`src/rtl/apb_pkg.sv`:
```
// Shared state encoding and slave-select width helper for the APB master bridge.
package apb_pkg;

  typedef enum logic [1:0] {
    ST_IDLE   = 2'b00,
    ST_SETUP  = 2'b01,
    ST_ACCESS = 2'b10
  } state_t;

  // Address bits used to pick a slave; a single-slave bus still spends one bit.
  function automatic int sel_bits(input int n);
    return (n <= 2) ? 1 : $clog2(n);
  endfunction

endpackage

```
`src/rtl/apb_slave_mux.sv`:
```
// Combinational return-path mux: forwards only the addressed slave's PREADY, PSLVERR and PRDATA.
module apb_slave_mux #(
  parameter int NUM_SLAVES = 2,
  parameter int DATA_WIDTH = 32,
  parameter int IDX_W      = 1
) (
  input  logic [IDX_W-1:0]                 i_idx,
  input  logic [NUM_SLAVES-1:0]            i_pready,
  input  logic [NUM_SLAVES-1:0]            i_pslverr,
  input  logic [NUM_SLAVES*DATA_WIDTH-1:0] i_prdata,
  output logic                             o_pready,
  output logic                             o_pslverr,
  output logic [DATA_WIDTH-1:0]            o_prdata
);

  // An out-of-range index yields all zeros.
  always_comb begin
    o_pready  = 1'b0;
    o_pslverr = 1'b0;
    o_prdata  = '0;
    for (int i = 0; i < NUM_SLAVES; i++) begin
      if (int'(i_idx) == i) begin
        o_pready  = i_pready[i];
        o_pslverr = i_pslverr[i];
        o_prdata  = i_prdata[i*DATA_WIDTH +: DATA_WIDTH];
      end
    end
  end

endmodule

```
`src/rtl/apb_master_bridge.sv`:
```
// APB3 master: single-beat local commands to a one-hot multi-slave bus, with decode-error and wait-state timeout.
module apb_master_bridge
  import apb_pkg::*;
#(
  parameter int NUM_SLAVES = 2,
  parameter int ADDR_WIDTH = 8,
  parameter int DATA_WIDTH = 32,
  parameter int TIMEOUT    = 16
) (
  input  logic                             PCLK,
  input  logic                             PRESET,
  input  logic                             cmd_valid,
  output logic                             cmd_ready,
  input  logic                             cmd_write,
  input  logic [ADDR_WIDTH-1:0]            cmd_addr,
  input  logic [DATA_WIDTH-1:0]            cmd_wdata,
  output logic                             rsp_valid,
  output logic [DATA_WIDTH-1:0]            rsp_rdata,
  output logic                             rsp_err,
  output logic [NUM_SLAVES-1:0]            PSEL,
  output logic                             PENABLE,
  output logic                             PWRITE,
  output logic [ADDR_WIDTH-1:0]            PADDR,
  output logic [DATA_WIDTH-1:0]            PWDATA,
  input  logic [NUM_SLAVES*DATA_WIDTH-1:0] PRDATA,
  input  logic [NUM_SLAVES-1:0]            PREADY,
  input  logic [NUM_SLAVES-1:0]            PSLVERR,
  output logic [1:0]                       state
);

  localparam int SEL_BITS = sel_bits(NUM_SLAVES);
  localparam int CNT_W    = (TIMEOUT > 1) ? $clog2(TIMEOUT) : 1;
  localparam logic [CNT_W-1:0]  CNT_LAST = CNT_W'(TIMEOUT - 1);
  localparam logic [SEL_BITS:0] NUM_SEL  = (SEL_BITS + 1)'(NUM_SLAVES);

  state_t                r_state;
  state_t                w_state_nxt;
  logic [SEL_BITS-1:0]   r_idx;
  logic [ADDR_WIDTH-1:0] r_paddr;
  logic [DATA_WIDTH-1:0] r_pwdata;
  logic                  r_pwrite;
  logic [CNT_W-1:0]      r_tcnt;
  logic                  r_rsp_valid;
  logic                  r_rsp_err;
  logic [DATA_WIDTH-1:0] r_rsp_rdata;

  logic [SEL_BITS-1:0]   w_idx;
  logic                  w_idx_ok;
  logic                  w_accept;
  logic                  w_dec_err;
  logic                  w_done;
  logic                  w_timeout;
  logic                  w_bus_active;
  logic                  w_sel_ready;
  logic                  w_sel_slverr;
  logic [DATA_WIDTH-1:0] w_sel_rdata;

  assign w_idx    = cmd_addr[ADDR_WIDTH-1 -: SEL_BITS];
  assign w_idx_ok = ({1'b0, w_idx} < NUM_SEL);

  apb_slave_mux #(
    .NUM_SLAVES (NUM_SLAVES),
    .DATA_WIDTH (DATA_WIDTH),
    .IDX_W      (SEL_BITS)
  ) u_slave_mux (
    .i_idx     (r_idx),
    .i_pready  (PREADY),
    .i_pslverr (PSLVERR),
    .i_prdata  (PRDATA),
    .o_pready  (w_sel_ready),
    .o_pslverr (w_sel_slverr),
    .o_prdata  (w_sel_rdata)
  );

  // Next state and transfer-completion events
  always_comb begin
    w_state_nxt = r_state;
    w_accept    = 1'b0;
    w_dec_err   = 1'b0;
    w_done      = 1'b0;
    w_timeout   = 1'b0;
    case (r_state)
      ST_IDLE: begin
        if (cmd_valid) begin
          w_accept = 1'b1;
          if (w_idx_ok) w_state_nxt = ST_SETUP;
          else          w_dec_err   = 1'b1;
        end
      end
      ST_SETUP: w_state_nxt = ST_ACCESS;
      ST_ACCESS: begin
        if (w_sel_ready) begin
          w_done      = 1'b1;
          w_state_nxt = ST_IDLE;
        end else if (r_tcnt == CNT_LAST) begin
          w_timeout   = 1'b1;
          w_state_nxt = ST_IDLE;
        end
      end
      default: w_state_nxt = ST_IDLE;
    endcase
  end

  always_ff @(posedge PCLK or posedge PRESET) begin
    if (PRESET) begin
      r_state <= ST_IDLE;
    end else begin
      r_state <= w_state_nxt;
    end
  end

  // Bus-side request registers, held through SETUP and ACCESS
  always_ff @(posedge PCLK or posedge PRESET) begin
    if (PRESET) begin
      r_idx    <= '0;
      r_paddr  <= '0;
      r_pwdata <= '0;
      r_pwrite <= 1'b0;
    end else if (w_accept) begin
      r_idx    <= w_idx;
      r_paddr  <= cmd_addr;
      r_pwdata <= cmd_wdata;
      r_pwrite <= cmd_write;
    end
  end

  always_ff @(posedge PCLK or posedge PRESET) begin
    if (PRESET) begin
      r_tcnt <= '0;
    end else if ((r_state == ST_ACCESS) && (w_state_nxt == ST_ACCESS)) begin
      r_tcnt <= r_tcnt + CNT_W'(1);
    end else begin
      r_tcnt <= '0;
    end
  end

  // Response stage: one-cycle pulse after completion, abort or decode error
  always_ff @(posedge PCLK or posedge PRESET) begin
    if (PRESET) begin
      r_rsp_valid <= 1'b0;
      r_rsp_err   <= 1'b0;
      r_rsp_rdata <= '0;
    end else begin
      r_rsp_valid <= w_dec_err | w_done | w_timeout;
      r_rsp_err   <= w_dec_err | w_timeout | (w_done & w_sel_slverr);
      r_rsp_rdata <= (w_done && !r_pwrite && !w_sel_slverr) ? w_sel_rdata : '0;
    end
  end

  assign w_bus_active = (r_state == ST_SETUP) || (r_state == ST_ACCESS);

  always_comb begin
    PSEL = '0;
    for (int i = 0; i < NUM_SLAVES; i++) begin
      PSEL[i] = w_bus_active && (int'(r_idx) == i);
    end
  end

  assign PENABLE   = (r_state == ST_ACCESS);
  assign PWRITE    = r_pwrite;
  assign PADDR     = r_paddr;
  assign PWDATA    = r_pwdata;
  assign cmd_ready = (r_state == ST_IDLE);
  assign rsp_valid = r_rsp_valid;
  assign rsp_err   = r_rsp_err;
  assign rsp_rdata = r_rsp_rdata;
  assign state     = r_state;

endmodule

```
`config.mk`:
```
export PLATFORM = sky130hd
export DESIGN_NAME = apb_master_bridge
export DESIGN_NICKNAME = d
export VERILOG_FILES = /design/src/rtl/apb_pkg.sv /design/src/rtl/apb_slave_mux.sv /design/src/rtl/apb_master_bridge.sv
export SDC_FILE = /design/constraint.sdc
export NUM_CORES = 1
export LEC_CHECK = 0
export ABC_AREA = 1
export CORE_MARGIN = 4
export CORE_UTILIZATION = 23
export CTS_CLUSTER_SIZE = 40
export DETAILED_ROUTE_END_ITERATION = 12
export PLACE_DENSITY = 0.61
export SETUP_SLACK_MARGIN = 0.05
export SYNTH_ARGS = -nofsm -noshare
export SYNTH_HDL_FRONTEND = slang
export SYNTH_HIERARCHICAL = 1
export SYNTH_SLANG_ARGS = --single-unit
```
`constraint.sdc`:
```
create_clock -name PCLK -period 3.7 [get_ports PCLK]
set_clock_uncertainty 0.1 [all_clocks]
set_input_delay 0.37 -clock PCLK [delete_from_list [all_inputs] [get_ports PCLK]]
set_output_delay 0.37 -clock PCLK [all_outputs]
set_load 0.02 [all_outputs]
```
==> run summary <==
The startpoint identified for the worst register-to-register timing path is state[1]. The routed wirelength normalized by instance count is roughly 13 um. Of the total synthesized cell area, the portion taken by AND, OR, NAND and NOR gates is 0.180. The hold buffer count at CTS came out at 0. The area taken by flip-flops and latches came out at 2030 sq um. The fraction of the mapped netlist area in compound gates is 0.00565. The count of final hold-check violations was 0. The transition at the pin with the smallest max-transition slack came out at between 1000 and 1500 ps. Hold timing on the final database bottoms out at a slack of 364 ps.

The antenna diode count is 0. The CTS tree is yes. The slowest stage of the critical path belongs to the cell clkdlybuf4s50_1. The share of the clock period used by the worst path after layout came out at 0.638. The standard cell core area is ~15000 sq um.

Measured against its own limit, the worst slew margin works out to 0.234. The terminating pin of the worst hold path is r_tcnt[0]. For the worst setup path, the data required time is between 3000 and 4000 ps. The part of the total power dissipated in the clock network came out at 0.227.

The final count of pins violating max slew came out at 0. The worst register-to-register path has a depth of 7. In this run the most critical hold path is launched from r_tcnt[0]. The starting utilization of the core area is 0.234. The summed negative setup slack over all endpoints came out at 0 ps.

The setup check on the worst reg-to-reg path leaves a slack of ~1400 ps. The first-pass iteration count of the detailed router is 4. The cell count after synthesis is roughly 350. The Yosys step of the flow raised 6 warnings.

Leaving out fill and tap cells, the most frequent cells in the layout are 192 x clkdlybuf4s50_1, 99 x nand2_1, 81 x dfrtp_1, 42 x inv_1, 41 x mux2_2. Clock tree synthesis selected as its root buffer the cell clkbuf_16. The first-pass GRT wire length is roughly 16 mm. Setup violations remaining at the end of the flow were counted as 0. The total half-perimeter wirelength after legalization and detailed placement came out at 7.21 mm.

The all-layer global routing usage came out at 0.112. The worst setup path is launched from a flop. The combinational family with the most area after synthesis is simple AND/OR/NAND/NOR gates.

The detailed-route via count is 2861. In this run the number of H-tree levels came out at 3. In this run the static leakage power is around 0.0028 uW. The placement-stage cell area came out at around 5600 sq um. The number of vias per cell after detailed routing came out at a little under 4. The chip height came out at roughly 130 um. Tracing the worst setup path back leads to its startpoint at state[1]. The most common cell type on the critical path is inv_1.

Measured on the finished design, the core utilization comes to 0.389. Leaving out fill and tap cells, the most frequent cell in the layout is clkdlybuf4s50_1. The clock network latency to the later pin of the worst-skew pair is 340 ps.

The final critical path time including I/O delays and setup came out at about 2400 ps. The number of filler instances in the final layout is 1511. The endpoint type of the worst setup path is a primary output. The mux contribution to synthesized area came out at 0.130. Setup repair after global routing left no endpoint under its margin. Static timing analysis puts the maximum clock frequency at 423 MHz. The quantity of gates resized following cts is 0. The worst hold path belongs to the class flop to flop.

The maximum number of pins on one net before global-route repair came out at 67. The sequential cell area fraction in the yosys report is 0.572. The boundary pin count is 193. The cell type contributing the most total cell area after synthesis is dfrtp_1. The width of the chip came out at 132 um. The global-route congestion overflow total came out at 0. The number of clock buffers added by TritonCTS is 9. The number of global-route vias before repair came out at just over 3000. The number of nets in the finished design came out at 657. The total of buffers placed on input and output ports came out at 192. Sorting the synthesized cells by area gives the leading types as dfrtp_1 57%, mux2_2 13%, nand2_1 10%. In this run the mean area of a mapped cell was ~10 sq um. The count of nets left with antenna violations after detail routing is 0. Of the total synthesized cell area, the portion taken by XOR and XNOR cells is 0.00495. The capturing point of the worst reg2reg path is r_tcnt[1].

The proportion of netlist area held by the largest area contributor came out at 0.572. The ratio of cells with drive above 1 in the final layout came out at 0.138. The worst setup slack after layout is ~1300 ps. The delay contributed by the slowest stage of the critical path is approximately 610 ps.

With fillers left out, the area of the finished cells amounts to between 5000 and 6000 sq um. For this block, the routed nets add up to around 9.4 mm of wire. The distinct cell type count of the synthesized netlist is 21. After clock tree synthesis, the clock-pin slew on the worst setup and hold paths is about 70 ps. The total power density per cell area is 705 nW/um^2. The total of max-cap violations is 0. The internal power of the cells totals 2690 uW. The post-CTS setup buffer count is 0. Synthesis produced a netlist with a net count of between 400 and 500. The depth of the worst hold-timing path is 1. The clock passes through at most 2 buffers. The layout-stage area growth over the synthesis result came out at 66.5%. The pre-CTS worst setup slack came out at 1350 ps. The initial detailed-routing violation count is 83.

The peak fanout along the critical path is 5. The part of the total power dissipated in sequential elements is 0.309. CTS saw between 80 and 90 sinks. Of the total power, combinational logic draws 0.464.

The register bit total from synthesis came out at a little over 80. The number of antenna violations at the first check in global routing came out at 0. The synthesized-area fraction occupied by adder cells came out at 0.0177. The summed instance area of the synthesized netlist is about 3500 sq um. The maximum vdd drop is between 200 and 250 uV. The critical path goes through inv_1 -> ha_1 -> inv_1 -> nor2_1 -> clkdlybuf4s50_1. The combined area of the multi-input logic cells is 1200 sq um. The full die area is roughly 17000 sq um.

The switching power total came out at ~1500 uW. The post-detailed-route DRC marker count came out at 0. The final weighted congestion in routability-driven placement came out at between 0.8 and 0.9. The switching power as a share of total power came out at 0.354. The floorplan row count is 45. The run finished with clean final reports. The data arrival time of the worst path is roughly 1900 ps. The worst setup path is of the flop to primary output kind.
==> per-stage QoR <==
stage / power, uW / cells
2_1_floorplan: 2480 / 349
3_3_place_gp: 3240 / 717
3_5_place_dp: 3270 / 717
4_1_cts: 4230 / 732
5_1_grt: 4450 / 732
6_report: 4160 / 732
==> synth_stat cells, drive strengths merged <==
library cell and n:
a21oi 3, and2 1, buf 15, dfrtp 81
ha 5, inv 44, mux2 41, nand2 112
nand3 3, nand4 1, nor2 39, o21ai 1
or2 1, xnor2 1, xor2 1
==> worst max path at each step <==
| stage | endpoint | slack, ps | depth (start not counted) |
|---|---|---|---|
| global placement | r_tcnt[0] | 1380 | 6 |
| floorplan | PADDR[0] | 1150 | 1 |
| detailed placement | r_tcnt[1] | 1350 | 6 |
| global route | r_tcnt[2] | 1160 | 7 |
| CTS | PSEL[0] | 1310 | 5 |
| finish | PSEL[0] | 1340 | 5 |
==> metal layers <==
layer | vias up | part of all wire | GRT usage
met3 | 11 | 0.13 | 0.0603
met2 | 155 | 0.41 | 0.166
met4 | 0 | 0.019 | 0.0496
met5 | - | 0 | 0
met1 | 1261 | 0.44 | 0.134
li1 | 1434 | - | -
==> critical path, delay by kind of cell (launching register included) <==
kind / cells / cell delay, ps
AND/OR/NAND/NOR: 1 / 70
adder cells (fa/ha/maj): 1 / 290
flip-flops: 1 / 440
buffers and inverters: 3 / 750
==> kinds of logic (layout without fill, tap and decap cells) <==
group / after synthesis / after routing
flops: 81 / 81
fa+ha+maj: 5 / 5
buf+inv: 59 / 254
mux: 41 / 41
xor+xnor: 2 / 2
compound gates: 4 / 4
simple gates: 157 / 157
==> layout make-up <==
type,instances,area share
Clock buffer,9,0.0382
Clock inverter,6,0.0155
Inverter,44,0.0295
Multi-Input combinational cell,209,0.203
Sequential cell,81,0.344
Tap cell,188,0.0399
Timing Repair Buffer,195,0.330
==> sequential cells by signal (all words and copies together), names as in the netlist, 2 cells and up <==
| register | flops |
|---|---|
| PADDR | 7 |
| state | 2 |
| rsp_rdata | 32 |
| r_tcnt | 4 |
| PWDATA | 32 |
==> power groups by stage <==
| stage | Sequential, uW | Combinational [uW] | Clock [uW] |
|---|---|---|---|
| after CTS | 1290 | 1960 | 981 |
| after floorplan | 1620 | 861 | 0 |
| after global placement | 1300 | 1940 | 0 |
| after detailed placement | 1310 | 1960 | 0 |
| final | 1290 | 1930 | 943 |
| after global routing | 1320 | 2110 | 1020 |
Note: power is estimated with default switching activity, not from simulation.
